### src/rtl/trdb_apb_regif.sv
// APB3 configuration register block for the trace encoder: CTRL/CFG/RESYNC/STATUS.
// Every transfer takes one wait state; CFG and RESYNC are locked while tracing or busy.
module trdb_apb_regif #(
    parameter int                  ADDR_W     = 4,
    parameter int                  RESYNC_W   = 16,
    parameter logic [RESYNC_W-1:0] RESYNC_RST = 16'hFFFF
) (
    input  logic                clk_i,
    input  logic                rst_ni,
    input  logic [ADDR_W-1:0]   paddr_i,
    input  logic                psel_i,
    input  logic                penable_i,
    input  logic                pwrite_i,
    input  logic [31:0]         pwdata_i,
    output logic [31:0]         prdata_o,
    output logic                pready_o,
    output logic                pslverr_o,
    input  logic                encoder_busy_i,
    output logic                trace_activated_o,
    output logic                nocontext_o,
    output logic                notime_o,
    output logic                encoder_mode_o,
    output logic                delta_address_o,
    output logic                full_address_o,
    output logic                implicit_exception_o,
    output logic                sijump_o,
    output logic                implicit_return_o,
    output logic                branch_prediction_o,
    output logic                jump_target_cache_o,
    output logic [RESYNC_W-1:0] resync_max_o,
    output logic                cfg_update_o
);

    localparam int WD = (RESYNC_W > 10) ? RESYNC_W : 10;

    typedef enum logic {S_IDLE, S_ACCESS} state_t;

    state_t              r_state;
    logic [3:0]          r_addr;
    logic                r_write;
    logic [31:0]         r_wdata;
    logic                r_ctrl;
    logic [9:0]          r_cfg;
    logic [RESYNC_W-1:0] r_resync;
    logic                r_cfg_update;

    logic        w_access;
    logic        w_cfg_reg;
    logic        w_err;
    logic        w_commit;
    logic [31:0] w_rdata;
    logic        w_unused;

    // Abort on a dropped psel/penable makes pready combinational on the live bus.
    assign w_access  = (r_state == S_ACCESS) && psel_i && penable_i;
    assign w_cfg_reg = (r_addr[3:2] == 2'd1) || (r_addr[3:2] == 2'd2);
    assign w_err     = (r_addr[1:0] != 2'b00)
                     || (r_write && (r_addr[3:2] == 2'd3))
                     || (r_write && w_cfg_reg && (r_ctrl || encoder_busy_i));
    assign w_commit  = w_access && r_write && !w_err;
    assign w_unused  = ^r_wdata[31:WD];

    always_comb begin
        w_rdata = '0;
        case (r_addr[3:2])
            2'd0:    w_rdata = {31'b0, r_ctrl};
            2'd1:    w_rdata = {22'b0, r_cfg};
            2'd2:    w_rdata = 32'(r_resync);
            default: w_rdata = {30'b0, r_ctrl, encoder_busy_i};
        endcase
    end

    assign pready_o  = w_access;
    assign pslverr_o = w_access && w_err;
    assign prdata_o  = (w_access && !r_write && !w_err) ? w_rdata : 32'b0;

    always_ff @(posedge clk_i or negedge rst_ni) begin
        if (!rst_ni) begin
            r_state      <= S_IDLE;
            r_addr       <= '0;
            r_write      <= 1'b0;
            r_wdata      <= '0;
            r_ctrl       <= 1'b0;
            r_cfg        <= '0;
            r_resync     <= RESYNC_RST;
            r_cfg_update <= 1'b0;
        end else begin
            r_cfg_update <= w_commit && w_cfg_reg;
            case (r_state)
                S_IDLE: begin
                    if (psel_i && penable_i) begin
                        r_addr  <= paddr_i[3:0];
                        r_write <= pwrite_i;
                        r_wdata <= pwdata_i;
                        r_state <= S_ACCESS;
                    end
                end
                default: begin
                    if (w_commit) begin
                        case (r_addr[3:2])
                            2'd0:    r_ctrl   <= r_wdata[0];
                            2'd1:    r_cfg    <= r_wdata[9:0];
                            2'd2:    r_resync <= r_wdata[RESYNC_W-1:0];
                            default: ;
                        endcase
                    end
                    r_state <= S_IDLE;
                end
            endcase
        end
    end

    assign trace_activated_o    = r_ctrl;
    assign nocontext_o          = r_cfg[0];
    assign notime_o             = r_cfg[1];
    assign encoder_mode_o       = r_cfg[2];
    assign delta_address_o      = r_cfg[3];
    assign full_address_o       = r_cfg[4];
    assign implicit_exception_o = r_cfg[5];
    assign sijump_o             = r_cfg[6];
    assign implicit_return_o    = r_cfg[7];
    assign branch_prediction_o  = r_cfg[8];
    assign jump_target_cache_o  = r_cfg[9];
    assign resync_max_o         = r_resync;
    assign cfg_update_o         = r_cfg_update;

endmodule

### config.mk
export PLATFORM = sky130hd
export DESIGN_NAME = trdb_apb_regif
export DESIGN_NICKNAME = d
export VERILOG_FILES = /design/src/rtl/trdb_apb_regif.sv
export SDC_FILE = /design/constraint.sdc
export NUM_CORES = 1
export LEC_CHECK = 0
export ABC_AREA = 1
export CAP_MARGIN = 30
export CORE_ASPECT_RATIO = 2
export CORE_UTILIZATION = 39
export CTS_CLUSTER_SIZE = 16
export DETAILED_ROUTE_END_ITERATION = 16
export HOLD_SLACK_MARGIN = 0.1
export PLACE_DENSITY = 0.84
export SLEW_MARGIN = 20
export SYNTH_ARGS = -nofsm -noshare
export SYNTH_HDL_FRONTEND = slang
export SYNTH_SLANG_ARGS = --single-unit
### constraint.sdc
create_clock -name clk_i -period 1.6 [get_ports clk_i]
set_input_delay 0.32 -clock clk_i [delete_from_list [all_inputs] [get_ports clk_i]]
set_output_delay 0.32 -clock clk_i [all_outputs]
set_load 0.01 [all_outputs]
==> impl_metrics.env <==
export IMPL_outcome="complete, but fails checks"
export IMPL_violations="negative setup slack"
export IMPL_ant_nets=0
export IMPL_ys_warn_count=0
export IMPL_reg2reg_from="r_addr[2]"
export IMPL_hold_end="r_wdata[12]"
export IMPL_crit_top_cell="buf_4"
export IMPL_min_from="r_wdata[12]"
export IMPL_slowest_delay_ns=0.43
export IMPL_crit_chain="inv_2 -> buf_4 -> ha_2 -> buf_4 -> a21oi_2 -> nand3_1 -> o21ai_2 -> nor2_4 -> buf_6"
export IMPL_start_util_pct=40.3
export IMPL_numPortBuffers=71
export IMPL_period_share_pct=136
export IMPL_stdcell_count=507
export IMPL_crit_slowest_cell="dfrtp_1"
export IMPL_whs_ns=0.480
export IMPL_cp_required_ns=1.28
export IMPL_coreArea_um2=6260
export IMPL_grt_ovfl_total=0
export IMPL_r2r_end="resync_max_o[11]"
export IMPL_drive_gt1_share_pct=36.6
export IMPL_rrSetupSlack_ns=-0.19
export IMPL_p_total_mw=3.65
export IMPL_critPathLaunchType="flop"
export IMPL_cts_root_buffer="clkbuf_16"
export IMPL_drt_pass1_iter_count=4
export IMPL_final_setup_viol_count=45
export IMPL_synth_cell_type_count=19
export IMPL_synth_seq_cells=50
export IMPL_antenna_found_initial=0
export IMPL_fillCellCount=480
export IMPL_synth_ff_type="dfrtp_1"
export IMPL_cts_tree="built"
export IMPL_nets=467
export IMPL_dp_cells=480
export IMPL_htreeDepth=2
export IMPL_die_area_um2=6810
export IMPL_routed_wl_mm=7.80
export IMPL_endpoint_kind="output pin"
export IMPL_clockBufferDepth=2
export IMPL_hp_class="flop to flop"
export IMPL_ios=104
export IMPL_drt_iter0_drc=145
export IMPL_hold_depth=2
export IMPL_r2r_cells=10
export IMPL_criticalPathCategory="flop to output pin"
export IMPL_synthCells=301
export IMPL_cap_violations=0
export IMPL_grt_max_degree=51
export IMPL_path_max_fanout=4
export IMPL_crit_arrival_ns=1.85
export IMPL_drv_slew=0
export IMPL_clock_skew_ns=0.00269
export IMPL_die_y_um=116
export IMPL_gp_congestion=0.843
export IMPL_hold_viol_final=0
export IMPL_dp_hpwl_mm=4.83
export IMPL_setup_tns_ns=-12.88
export IMPL_synth_area_per_cell_um2=8.38
export IMPL_p_leak_nw=2.04
export IMPL_numCtsBuffers=5
export IMPL_fin_ws_ns=-0.570
export IMPL_clkSinkCount=50
export IMPL_synth_async_reset_ratio_pct=100
export IMPL_ys_seq_area_share_pct=50.4
export IMPL_clkTransAtPathRegs_ns=0.06
export IMPL_fin_crit_ns=2.17
export IMPL_fin_util_pct=65.5
export IMPL_n_antenna_cell=0
export IMPL_grt_setup_unrepaired="yes"
export IMPL_die_w_um=58.9
export IMPL_routedWlPerCell_um=15.4
export IMPL_synth_edf_count=0
export IMPL_grt_pass1_vias=2608
export IMPL_clock_fmax_ghz=0.461
export IMPL_clk_latency_ns=0.29
export IMPL_drc=0
export IMPL_via_per_inst=5.07
export IMPL_peakVddDrop_mv=0.935
export IMPL_synth_area_um2=2520
export IMPL_grt_pass1_wl_mm=12.4
export IMPL_area_delta_synth_final_pct=62.6
export IMPL_rows=41
export IMPL_grt_usage_pct=24.1
export IMPL_powerDensity_nw_per_um2=890
export IMPL_via_count=2572
==> cells in the mapped netlist, types with 3 or more instances <==
master	instances	area, µm²
nand3_2	3	30.0
dfstp_2	16	420
ha_1	5	62.6
nand2_1	123	462
o21ai_0	5	25.0
inv_1	17	63.8
nand4_1	27	169
dfrtp_1	34	851
nor2_1	21	78.8
a22o_1	8	70.1
buf_2	8	40.0
nand3_1	4	20.0
buf_4	19	143
clkbuf_1	4	15.0
==> through the flow <==
step / instance area, µm² / setup slack [ns]
3_5_place_dp: 3580 / -0.902
2_1_floorplan: 2640 / -0.116
3_3_place_gp: 3580 / -0.809
5_1_grt: 4100 / -0.642
6_report: 4100 / -0.570
4_1_cts: 3900 / -0.489
==> cell type report <==
cell class / count / area, µm² / area share [%]
flip-flops and latches: 50 / 1270 / 31.0
multi-input cells: 220 / 1290 / 31.5
well taps: 86 / 108 / 2.62
clock inverters: 2 / 12.5 / 0.305
repair buffers: 126 / 1220 / 29.7
clock buffers: 6 / 139 / 3.39
inverters: 17 / 63.8 / 1.56
==> state kept, by name, indices dropped and copies added, names as in the netlist <==
| name | count |
|---|---|
| resync_max_o | 16 |
| r_wdata | 16 |
| cfg_update_o | 1 |
| r_cfg | 10 |
| r_write | 1 |
| r_state | 1 |
| trace_activated_o | 1 |
| r_addr | 4 |
==> metal layers <==
metal	routed length, µm	up-vias	share of wire [%]	global-route usage (%)
met3	397	26	5.1	4.58
li1	-	1178	-	-
met2	4470	142	57	43.1
met1	2630	1226	34	25.1
met5	0	-	0	0
met4	301	0	3.9	14.4
==> timing repair <==
| action | 4_1_cts | 5_1_grt |
|---|---|---|
| endpoints found under the setup margin | 62 | 46 |
| hold endpoints to repair | 34 | 0 |
| hold buffers | 1 | 0 |
| gates resized for setup | 123 | 50 |
| gates cloned | 4 | 1 |
| pin swaps | 6 | 9 |
| buffers inserted | 8 | 8 |
==> critical path, delay by kind of cell (launching register included) <==
kind | cells | cell delay, ns
simple gates | 2 | 0.16
fa+ha+maj | 1 | 0.21
compound gates | 2 | 0.26
buf+inv | 4 | 0.50
flops | 1 | 0.43
==> report_power, final <==
part           switching, mW  leakage [nW]  internal [mW]
logic                  0.530          1.37          0.506
registers              0.121         0.605           1.42
clock network          0.457        0.0729          0.619
total                   1.11          2.04           2.54
==> cell usage in the layout (no fill, tap or decap) <==
cell / Yosys / layout
dlymetal6s2s_1: 0 / 3
dfstp_2: 16 / 16
buf_4: 19 / 37
nand2_4: 0 / 1
buf_2: 8 / 8
nand3_4: 2 / 6
a21oi_2: 0 / 1
buf_8: 0 / 1
nor2_4: 2 / 14
nor2_1: 21 / 6
nand2_2: 0 / 25
nand4_1: 27 / 27
clkinv_2: 0 / 1
clkdlybuf4s15_2: 0 / 1
buf_6: 0 / 19
inv_1: 17 / 15
ha_1: 5 / 3
o21ai_2: 0 / 1
ha_4: 0 / 1
nand2_1: 123 / 97
and3_1: 1 / 1
clkbuf_8: 0 / 1
o21ai_0: 5 / 3
o21ai_1: 0 / 1
dfrtp_1: 34 / 34
inv_2: 0 / 2
nand3_2: 3 / 2
nand3_1: 4 / 3
dlygate4sd2_1: 0 / 20
conb_1: 1 / 16
clkinvlp_4: 0 / 1
clkdlybuf4s50_1: 0 / 29
dlygate4sd3_1: 0 / 1
buf_12: 0 / 6
clkbuf_16: 0 / 6
ha_2: 0 / 1
nor2_2: 0 / 3
a22o_1: 8 / 8
==> worst max path at each step <==
stage / startpoint / end / slack, ns / cells after the start
3_3_place_gp: penable_i / prdata_o[1] / -0.81 / 7
4_1_cts: r_addr[2] / prdata_o[1] / -0.49 / 9
6_report: r_addr[2] / prdata_o[0] / -0.57 / 9
5_1_grt: r_addr[2] / prdata_o[4] / -0.64 / 9
2_1_floorplan: r_addr[3] / prdata_o[10] / -0.12 / 8
3_5_place_dp: penable_i / prdata_o[1] / -0.90 / 7
==> cells by family after synthesis <==
family | Yosys count | share of synthesized area (%)
and+or+nand+nor | 183 | 32.6
DFF | 50 | 50.4
buffers and inverters | 48 | 10.4
AOI/OAI and AO/OA | 14 | 3.97
adders and majority gates | 5 | 2.48
other | 1 | 0.149
Power figures use the tool's default switching activity.
